===== src/rtl/cdc_fifo_rd_fwft.sv =====
// rtl/cdc_fifo_rd_fwft.sv - read-side FWFT output stage of the async CDC FIFO
//
// Turns the 1-cycle-latency FIFO memory read port into a first-word-fall-through
// valid/ready stream. An output register plus a skid register absorb the
// read latency so one word per cycle is sustained under continuous m_ready.
//
// Ports:
//   r_clk      read-domain clock
//   r_rst_n    asynchronous active-low reset (shared with read-pointer logic)
//   r_empty    registered FIFO empty flag
//   r_inc      read request; pointer advances on r_inc & ~r_empty
//   r_rd_data  memory read data, valid the cycle after an accepted read
//   m_valid    stream word available
//   m_ready    downstream accepts word
//   m_data     stream word

module cdc_fifo_rd_fwft #(
    parameter int DATA_WIDTH = 8
) (
    input  logic                  r_clk,
    input  logic                  r_rst_n,
    input  logic                  r_empty,
    output logic                  r_inc,
    input  logic [DATA_WIDTH-1:0] r_rd_data,
    output logic                  m_valid,
    input  logic                  m_ready,
    output logic [DATA_WIDTH-1:0] m_data
);

    logic [DATA_WIDTH-1:0] out_q, out_d;
    logic                  out_vld_q, out_vld_d;
    logic [DATA_WIDTH-1:0] skid_q, skid_d;
    logic                  skid_vld_q, skid_vld_d;
    logic                  infl_q, infl_d;

    logic       pop;
    logic       accept;
    logic [1:0] occ;
    logic [1:0] occ_after_pop;

    assign pop = out_vld_q & m_ready;

    // Words held or already requested; never exceeds 2, so 2 bits suffice.
    assign occ           = {1'b0, out_vld_q} + {1'b0, skid_vld_q} + {1'b0, infl_q};
    assign occ_after_pop = occ - {1'b0, pop};

    // Request only when there will be room for the returning word. Gated by
    // reset so no pointer movement is requested while the block is held.
    assign r_inc  = r_rst_n & ~r_empty & (occ_after_pop < 2'd2);
    assign accept = r_inc & ~r_empty;

    always_comb begin
        out_d      = out_q;
        out_vld_d  = out_vld_q;
        skid_d     = skid_q;
        skid_vld_d = skid_vld_q;
        infl_d     = accept;

        // Pop first: the skid word, being older than any landing word,
        // refills the output register.
        if (pop) begin
            if (skid_vld_q) begin
                out_d      = skid_q;
                skid_vld_d = 1'b0;
            end else begin
                out_vld_d  = 1'b0;
            end
        end

        // Landing word goes to whichever slot is free after the pop.
        if (infl_q) begin
            if (!out_vld_d) begin
                out_d      = r_rd_data;
                out_vld_d  = 1'b1;
            end else begin
                skid_d     = r_rd_data;
                skid_vld_d = 1'b1;
            end
        end
    end

    always_ff @(posedge r_clk or negedge r_rst_n) begin
        if (!r_rst_n) begin
            out_q      <= '0;
            out_vld_q  <= 1'b0;
            skid_q     <= '0;
            skid_vld_q <= 1'b0;
            infl_q     <= 1'b0;
        end else begin
            out_q      <= out_d;
            out_vld_q  <= out_vld_d;
            skid_q     <= skid_d;
            skid_vld_q <= skid_vld_d;
            infl_q     <= infl_d;
        end
    end

    assign m_valid = out_vld_q;
    assign m_data  = out_q;

endmodule

===== config.mk =====
export PLATFORM = sky130hd
export DESIGN_NAME = cdc_fifo_rd_fwft
export DESIGN_NICKNAME = d
export VERILOG_FILES = /design/src/rtl/cdc_fifo_rd_fwft.sv
export SDC_FILE = /design/constraint.sdc
export NUM_CORES = 1
export LEC_CHECK = 0
export CORE_MARGIN = 1
export CORE_UTILIZATION = 46
export CTS_CLUSTER_SIZE = 40
export DETAILED_ROUTE_END_ITERATION = 6
export HOLD_SLACK_MARGIN = 0.15
export PLACE_DENSITY = 0.76
export SYNTH_ARGS = -nofsm -noshare
export SYNTH_HDL_FRONTEND = slang
export SYNTH_SLANG_ARGS = --single-unit

===== constraint.sdc =====
create_clock -name r_clk -period 2.6 [get_ports r_clk]
set_input_delay 0.52 -clock r_clk [delete_from_list [all_inputs] [get_ports r_clk]]
set_output_delay 0.52 -clock r_clk [all_outputs]
set_load 0.02 [all_outputs]

; Yosys cells after proc, flatten, opt, wreduce, memory -nomap -nowiden
; Index checks and enable logic that the tools add are counted.
[classes]
n_addsub = 3
n_lt_le_gt_ge = 1
muxes = 10
n_bitwise = 5
reduce_logical = 1
[op_table]
columns = op, count
row1 = 8-bit two-way mux, 4
row2 = 1-bit two-way mux, 6
row3 = 1-bit bitwise AND, 4
row4 = 1-bit by 1-bit adder with 2-bit output, 1
row5 = 2-bit by 1-bit adder with 2-bit output, 1
row6 = 2-bit < comparator (second input constant), 1
row7 = 2-bit AND reduction, 1
row8 = 2-bit by 1-bit subtractor with 2-bit output, 1
row9 = 1-bit NOT, 1
[totals]
ff_bits = 19
in_bits = 12
output_inout_bits = 10
elab_cells = 25

; Logic depth before layout (Yosys ltp)
; Gate-level depths: netlist of run 1.
[depth]
word_depth = 6
depth_mapped = 8
depth_no_buf = 8

; Worst setup path after synthesis of run 1
; OpenSTA, ideal clock, no wires.
[synth_path]
kind = flip-flop to output port
from = register out_vld_q (netlist: m_valid)
to = output r_inc
arrival_time_ps = 2086
required_ps = 2080
setup_slack_ps = -6
path_stages_with_launch = 9
n_path_buf = 0
path_cell_list = dfrtp_1 -> inv_1 -> nor2_1 -> ha_1 -> inv_1 -> ha_1 -> a21oi_1 -> xnor2_1 -> nor3b_1
[synth_between]
elab_chain_cells = 5
word_cells_on_any_way = 6
classes_between = 3 x add/sub / 1 x order compare / 2 x bitwise
[synth_lines]
columns = element, line
row1 = start: declaration, 31  ; logic out_vld_q, out_vld_d;
row2 = start signal: assignment, 91  ; out_vld_q <= out_vld_d;
row3 = 1-bit by 1-bit adder with 2-bit output, 44  ; assign occ = {1'b0, out_vld_q} + {1'b0, skid_vld_q} + {1'b0, infl_q};
row4 = 2-bit by 1-bit adder with 2-bit output, 44
row5 = 2-bit by 1-bit subtractor with 2-bit output *, 45  ; assign occ_after_pop = occ - {1'b0, pop};
row6 = 2-bit < comparator *, 49  ; assign r_inc = r_rst_n & ~r_empty & (occ_after_pop < 2'd2);
row7 = 1-bit bitwise AND *, 49
row8 = end: declaration, 23  ; output logic r_inc,
; Every way passes the cells marked *; elsewhere a longest branch is shown, timed or not.

; Worst setup path in the final report of run 1
[layout_path]
from = input m_ready
to = output r_inc
[layout_between]
elab_chain_cells = 4
[layout_lines]
columns = element, line
row1 = start: declaration, 26  ; input logic m_ready,
row2 = 1-bit bitwise AND, 41  ; assign pop = out_vld_q & m_ready;
row3 = 2-bit by 1-bit subtractor with 2-bit output, 45
row4 = 2-bit < comparator, 49
row5 = 1-bit bitwise AND, 49
; Every way passes these cells.

==> metrics.md, run 1 <==
| Metric | Value |
|---|---|
| Worst hold start | `skid_q[0]` |
| CTS tree | `yes` |
| FF-to-FF Start | `m_valid` |
| Vias in the first global route | `698` |
| Max rail drop VDD | `0.6071 mV` |
| Final Hold Vio Count | `0` |
| Detail Placement HPWL | `1.206 mm` |
| CP Launch Type | `primary input` |
| First-pass DRT Iterations | `4` |
| Syn Area/Cell | `about 13 um2` |
| Max_cap viols | `0` |
| Ports | `22` |
| CP endpoint kind | `output pin` |
| Hold buffers post-CTS | `0` |
| Area growth syn-to-layout | `52.78%` |
| Fin crit share | `97.86%` |
| Critical Path AT | `2.02 ns` |
| Initial core utilization | `49.57%` |
| Switching Share | `a little over a third` |
| Leakage power | `approximately 0.58 nW` |
| Int Power | `0.9370 mW` |
| Final nets | `124` |
| Yosys warning total | `0` |
| # diodes | `0` |
| Post-Syn Area | `855.8 um2` |
| Skew final | `0.004666 ns` |
| Placer Congestion | `approximately 0.76` |
| Worst relative slew slack | `between 60 and 70%` |
| Ranking of synthesized cells by area | `dfrtp_1 (56%), mux2_2 (11%), o221a_2 (11%)` |
| Port-buffer cells | `21` |
| Synth Flop Type | `dfrtp_1` |
| Post-Synthesis Cells | `64` |
| Seq pwr share | `35.1%` |
| Routed WL | `1.920 mm` |
| Core ar. | `1727 um2` |
| Largest net degree at the start of global routing | `21` |
| DRC Markers | `0` |
| First-pass GRT wire length | `3.056 mm` |
| Distinct cells, synth | `17` |
| Finished Layout Cells | `133` |
| Pwr Density | `1102 nW/um2` |
| Clock sinks | `19` |
| Die Area | `2037 um2` |
| Clock power frac | `10.5%` |
| Syn nets | `a little under 80` |
| Final Max Tran Viols | `0` |
| Row count | `15` |
| Inserted Clock Buffers | `3` |
| Dpl cells | `116` |
| Total number of vias | `679` |
| Fraction of layout cells with a size suffix above 1 | `a little over half` |
| Routed Antenna Nets | `0` |
| Area leader, netlist | `dfrtp_1` |
| H-tree Lvls | `1` |
| Clk root buf | `clkbuf_4` |
| Combinational share of power | `a little over half` |
| Max Buffers Root-to-Sink | `2` |
| Grt ovf | `0` |
| Total design power | `roughly 1.4 mW` |
| Net Sw Power | `0.5035 mW` |
| Initial antenna violation count | `0` |
| Number of flops mapped to enable cells by yosys | `0` |
| Share of the synthesized area in the top cell type | `55.56%` |
| Hold crit path type | `flip-flop to flip-flop` |
| Seq/Total Area, Yosys | `55.56%` |
| Die extent in y | `45.14 um` |
| Routed vias/inst | `roughly 5` |
| Tightest Pin Transition | `0.5359 ns` |
| RSZ-0062 raised after global routing | `no` |
| Status | `completed` |
| FMAX | `between 300 and 400 MHz` |
| 1st-iter DRT viols | `10` |
| Crit path from | `m_ready` |
| Final min period | `2.544 ns` |
| Later-pin clock latency in the skew report | `0.29 ns` |
| Critical Setup Path Class | `primary input to output pin` |
| Worst-path clk slew | `~0.11 ns` |
| Worst-path maximum fanout | `2` |
| Post-synth ARST share | `100.0%` |
| GRT Overall Usage | `~22%` |
| CP required | `around 2.1 ns` |
| Die width | `45.14 um` |
| Flops & latches, synth | `19` |
| Final setup violation count | `0` |
| WL/cell | `14.44 um` |
==> cells in the mapped netlist, types with 2 or more instances <==
cell type,n
dfrtp_1,19
a21oi_1,2
ha_1,3
nor3b_1,2
inv_1,5
mux2_2,8
o221a_2,8
or2_2,8
==> area by class of cell <==
cell class	instances	area (um2)
clock inverter	1	5.005
timing repair buffer	40	349.1
clock buffer	3	22.52
inverter	5	18.77
multi-input combinational	40	405.4
sequential	19	475.5
tap	25	31.28
fill	119	419.2
==> path summary, 6_finish.rpt <==
path / to / slack, ns / depth (start not counted)
setup / recovery: r_inc / 0.06 / 10
hold / removal: skid_q[0] / 0.51 / 1
setup reg to reg: skid_vld_q / 0.42 / 16
hold reg to reg: skid_q[0] / 0.51 / 1
max in group asynchronous: m_data[7] / 1.75 / 2
min in group asynchronous: m_data[5] / 0.64 / 2
==> power groups by stage <==
stage / logic, mW / clock network, mW / registers (mW)
after floorplan: 0.276 / 0 / 0.594
final: 0.784 / 0.151 / 0.506
after CTS: 0.738 / 0.159 / 0.504
after global routing: 0.841 / 0.167 / 0.524
after detailed placement: 0.626 / 0 / 0.512
after global placement: 0.614 / 0 / 0.504
==> cells by family after synthesis <==
| kind of cell | after synthesis | synth area share [%] |
|---|---|---|
| xor gates and xnor gates | 1 | 1.024 |
| muxes | 8 | 10.53 |
| adders and majority gates | 3 | 4.386 |
| AOI/OAI and AO/OA | 14 | 16.08 |
| and+or+nand+nor | 14 | 10.23 |
| DFF | 19 | 55.56 |
| buffers and inverters | 5 | 2.193 |
==> flip-flops by register name, summed over array words and instances, names as in the netlist <==
| register | cells |
|---|---|
| m_data | 8 |
| skid_q | 8 |
| infl_q | 1 |
| m_valid | 1 |
| skid_vld_q | 1 |
==> metal layers <==
metal	wire length, um	global-route usage, %	up-vias
li1	-	-	320
met1	897	28.24	349
met2	948	35.94	8
met3	58	3.200	2
met4	15	9.091	0
met5	0	0	-
==> worst max-delay path, cell delays in order <==
cell,delay [ns]
dlygate4sd2_1,0.25
inv_2,0.08
nor2_4,0.04
ha_1,0.30
inv_2,0.08
ha_4,0.20
a21oi_4,0.15
xnor2_2,0.09
nor3b_2,0.16
buf_4,0.16
==> timing repair <==
action	4_1_cts	5_1_grt
gates resized for setup	11	3
pin swaps	5	3
setup buffers	12	1
endpoints found under the setup margin	1	1
==> cells in the final DEF (no fill, tap or decap) <==
cell and count:
buf_4 20, dfrtp_1 19, clkdlybuf4s50_1 19, or2_2 8, o221a_2 8, mux2_2 8, inv_1 3, clkbuf_4 3
inv_2 2, ha_1 2, nor2_4 1, nor2b_1 1, o21ai_2 1, a21oi_1 1, a21oi_2 1, nand3_1 1
a21oi_4 1, xnor2_2 1, nor3b_2 1, nor3b_1 1, o211ai_2 1, or2b_1 1, o21bai_1 1, ha_4 1
clkinv_2 1, dlygate4sd2_1 1
==> metrics by stage <==
stage / util, % / setup TNS, ns / worst slack (ns) / instance area (um2) / hold WS, ns
final: 75.72 / 0 / 0.05559 / 1308 / 0.5124
after global routing: 75.72 / 0 / 0.001004 / 1308 / 0.5428
after CTS: 74.13 / 0 / 0.004779 / 1280 / 0.5150
after detailed placement: 66.45 / -0.6986 / -0.6986 / 1147 / 0.4879
after global placement: 66.45 / -0.6436 / -0.6436 / 1147 / 0.4786
after floorplan: - / 0 / 0.1758 / 860.8 / 0.2244
Power figures use the tool's default switching activity.
==> run 2, diff against run 1 <==
--- a/config.mk
+++ b/config.mk
@@ -6,11 +6,12 @@
 export NUM_CORES = 1
 export LEC_CHECK = 0
 export CORE_MARGIN = 1
-export CORE_UTILIZATION = 46
+export CORE_UTILIZATION = 49
+export CTS_BUF_LIST = sky130_fd_sc_hd__clkbuf_8
 export CTS_CLUSTER_SIZE = 40
 export DETAILED_ROUTE_END_ITERATION = 6
 export HOLD_SLACK_MARGIN = 0.15
-export PLACE_DENSITY = 0.76
+export PLACE_DENSITY = 0.8
 export SYNTH_ARGS = -nofsm -noshare
 export SYNTH_HDL_FRONTEND = slang
 export SYNTH_SLANG_ARGS = --single-unit
==> metrics.md, run 2 (synthesis results as in run 1) <==
| Metric | Value |
|---|---|
| Status | `finished with violations (was completed)` |
| Failing checks | `DRC` |
| CP Launch Type | `primary input (unchanged)` |
| GRT Overall Usage | `26.50% (was 21.68%)` |
| Grt ovf | `0 (unchanged)` |
| Ports | `22 (unchanged)` |
| Area growth syn-to-layout | `53.65% (was 52.78%)` |
| WL/cell | `18.52 um (was 14.44 um)` |
| R2R Path End | `skid_vld_q (unchanged)` |
| Design area | `1315 um2 (was 1308 um2)` |
| Dpl cell area | `1136 um2 (was 1147 um2)` |
| Total number of vias | `712 (was 679)` |
| Routed vias/inst | `5.742 (was 5.105)` |
| Worst-path maximum fanout | `2 (unchanged)` |
| H-tree Lvls | `1 (unchanged)` |
| Inserted Clock Buffers | `3 (unchanged)` |
| Worst reg-to-reg setup slack | `0.35 ns (was 0.42 ns)` |
| Final Hold Vio Count | `0 (unchanged)` |
| Final setup violation count | `0 (unchanged)` |
| Clk root buf | `clkbuf_8 (was clkbuf_4)` |
| WHS Path Cells | `1 (unchanged)` |
| Final nets | `124 (unchanged)` |
| Final Max Tran Viols | `0 (unchanged)` |
| Critical Path AT | `2.05 ns (was 2.02 ns)` |
| CTS tree | `yes (unchanged)` |
| FMAX | `389.3 MHz (was 393.0 MHz)` |
| Pwr Density | `1165 nW/um2 (was 1102 nW/um2)` |
| Initial core utilization | `54.29% (was 49.57%)` |
| Routed Antenna Nets | `0 (unchanged)` |
| Hold buffers post-CTS | `0 (unchanged)` |
| CP endpoint kind | `output pin (unchanged)` |
| 1st-iter DRT viols | `18 (was 10)` |
| Initial antenna violation count | `0 (unchanged)` |
| Largest net degree at the start of global routing | `21 (unchanged)` |
| Crit path from | `m_ready (unchanged)` |
| Core ar. | `1577 um2 (was 1727 um2)` |
| Port-buffer cells | `21 (unchanged)` |
| Die Area | `1918 um2 (was 2037 um2)` |
| FF-to-FF Start | `m_valid (unchanged)` |
| Leakage power | `0.5862 nW (was 0.5787 nW)` |
| Tightest Pin Transition | `0.5145 ns (was 0.5359 ns)` |
| Hold_ws | `0.5020 ns (was 0.5124 ns)` |
| # diodes | `0 (unchanged)` |
| Clock sinks | `19 (unchanged)` |
| Max Buffers Root-to-Sink | `2 (unchanged)` |
| Layout Utilization | `83.41% (was 75.72%)` |
| Worst relative slew slack | `65.60% (was 64.17%)` |
| Fraction of layout cells with a size suffix above 1 | `53.70% (unchanged)` |
| Most frequent cells in the layout | `buf_4 (20), dfrtp_1 (19), clkdlybuf4s50_1 (19) (unchanged)` |
| Row count | `14 (was 15)` |
| Die width | `43.79 um (was 45.14 um)` |
| Fin crit share | `98.81% (was 97.86%)` |
| Commonest non-fill, non-tap cell in the layout | `buf_4 (unchanged)` |
| Die extent in y | `43.79 um (was 45.14 um)` |
| Skew final | `0.001178 ns (was 0.004666 ns)` |
| Placer Congestion | `0.8046 (was 0.7550)` |
| DRC Markers | `4 (was 0)` |
| Routed WL | `2.297 mm (was 1.920 mm)` |
| First-pass GRT wire length | `3.512 mm (was 3.056 mm)` |
| Max_cap viols | `0 (unchanged)` |
| CP required | `2.08 ns (about the same)` |
| Critical Setup Path Class | `primary input to output pin (unchanged)` |
| Later-pin clock latency in the skew report | `0.25 ns (was 0.29 ns)` |
| Max rail drop VDD | `0.8646 mV (was 0.6071 mV)` |
| Final min period | `2.569 ns (was 2.544 ns)` |
| Hold crit path type | `flip-flop to flip-flop (unchanged)` |
| Worst-path clk slew | `0.07 ns (was 0.11 ns)` |
| Worst Reg2Reg Path Length in Cells | `16 (unchanged)` |
| Worst hold start | `skid_q[1] (was skid_q[0])` |
| Vias in the first global route | `764 (was 698)` |
| Detail Placement HPWL | `1.157 mm (was 1.206 mm)` |
| First-pass DRT Iterations | `7 (was 4)` |
| Hold EP | `skid_q[1] (was skid_q[0])` |
run 2: cell types whose count changed in the layout (fill, tap and decap cells not counted):
| cell | before | now |
|---|---|---|
| clkbuf_4 | 3 | 0 |
| clkbuf_8 | 0 | 3 |
run 2: stage by stage:
stage	power, mW	setup TNS, ns	std cells	setup slack (ns)
floorplan	0.8709	0	64	0.1758
global placement	1.112	-0.6459	107	-0.6459
detailed placement	1.132	-0.6675	107	-0.6675
CTS	1.452	0	123	0.03490
global route	1.608	-0.03864	124	-0.03864
finish	1.532	0	124	0.03102
run 2: worst max path at each step:
stage / end / slack, ns / depth (start not counted)
after floorplan: r_inc / 0.18 / 8
after global placement: r_inc / -0.65 / 10
after detailed placement: r_inc / -0.67 / 10
after CTS: r_inc / 0.03 / 10
after global routing: r_inc / -0.04 / 10
final: r_inc / 0.03 / 10
run 2: per-layer routing:
layer,part of all wire (%),track usage (%)
met1,42,31.15
met2,52,43.88
met3,4.7,5.000
met4,1.7,17.50
met5,0,0
run 2: layout make-up:
cell class | count | area (um2)
sequential | 19 | 475.5
multi-input combinational | 40 | 405.4
timing repair buffer | 40 | 349.1
fill | 74 | 261.5
clock buffer | 3 | 41.29
tap | 16 | 20.02
inverter | 5 | 18.77
clock inverter | 1 | 5.005
run 2: timing repair:
| item | 4_1_cts | 5_1_grt |
|---|---|---|
| gates resized for setup | 10 | 4 |
| gates cloned | 0 | 0 |
| setup endpoints to repair | 1 | 1 |
| setup buffers | 12 | 1 |
| pin swaps | 4 | 4 |
run 2: where the power goes:
part           internal (mW)  switching (mW)
clock                  0.107           0.101
sequential             0.435          0.0769
combinational          0.451           0.361
run 2: critical path: stages:
cell and delay [ns]:
dlygate4sd2_1 0.27, inv_2 0.10, nor2_4 0.04, ha_1 0.28
inv_2 0.08, ha_4 0.20, a21oi_4 0.16, xnor2_2 0.09
nor3b_2 0.15, buf_4 0.16
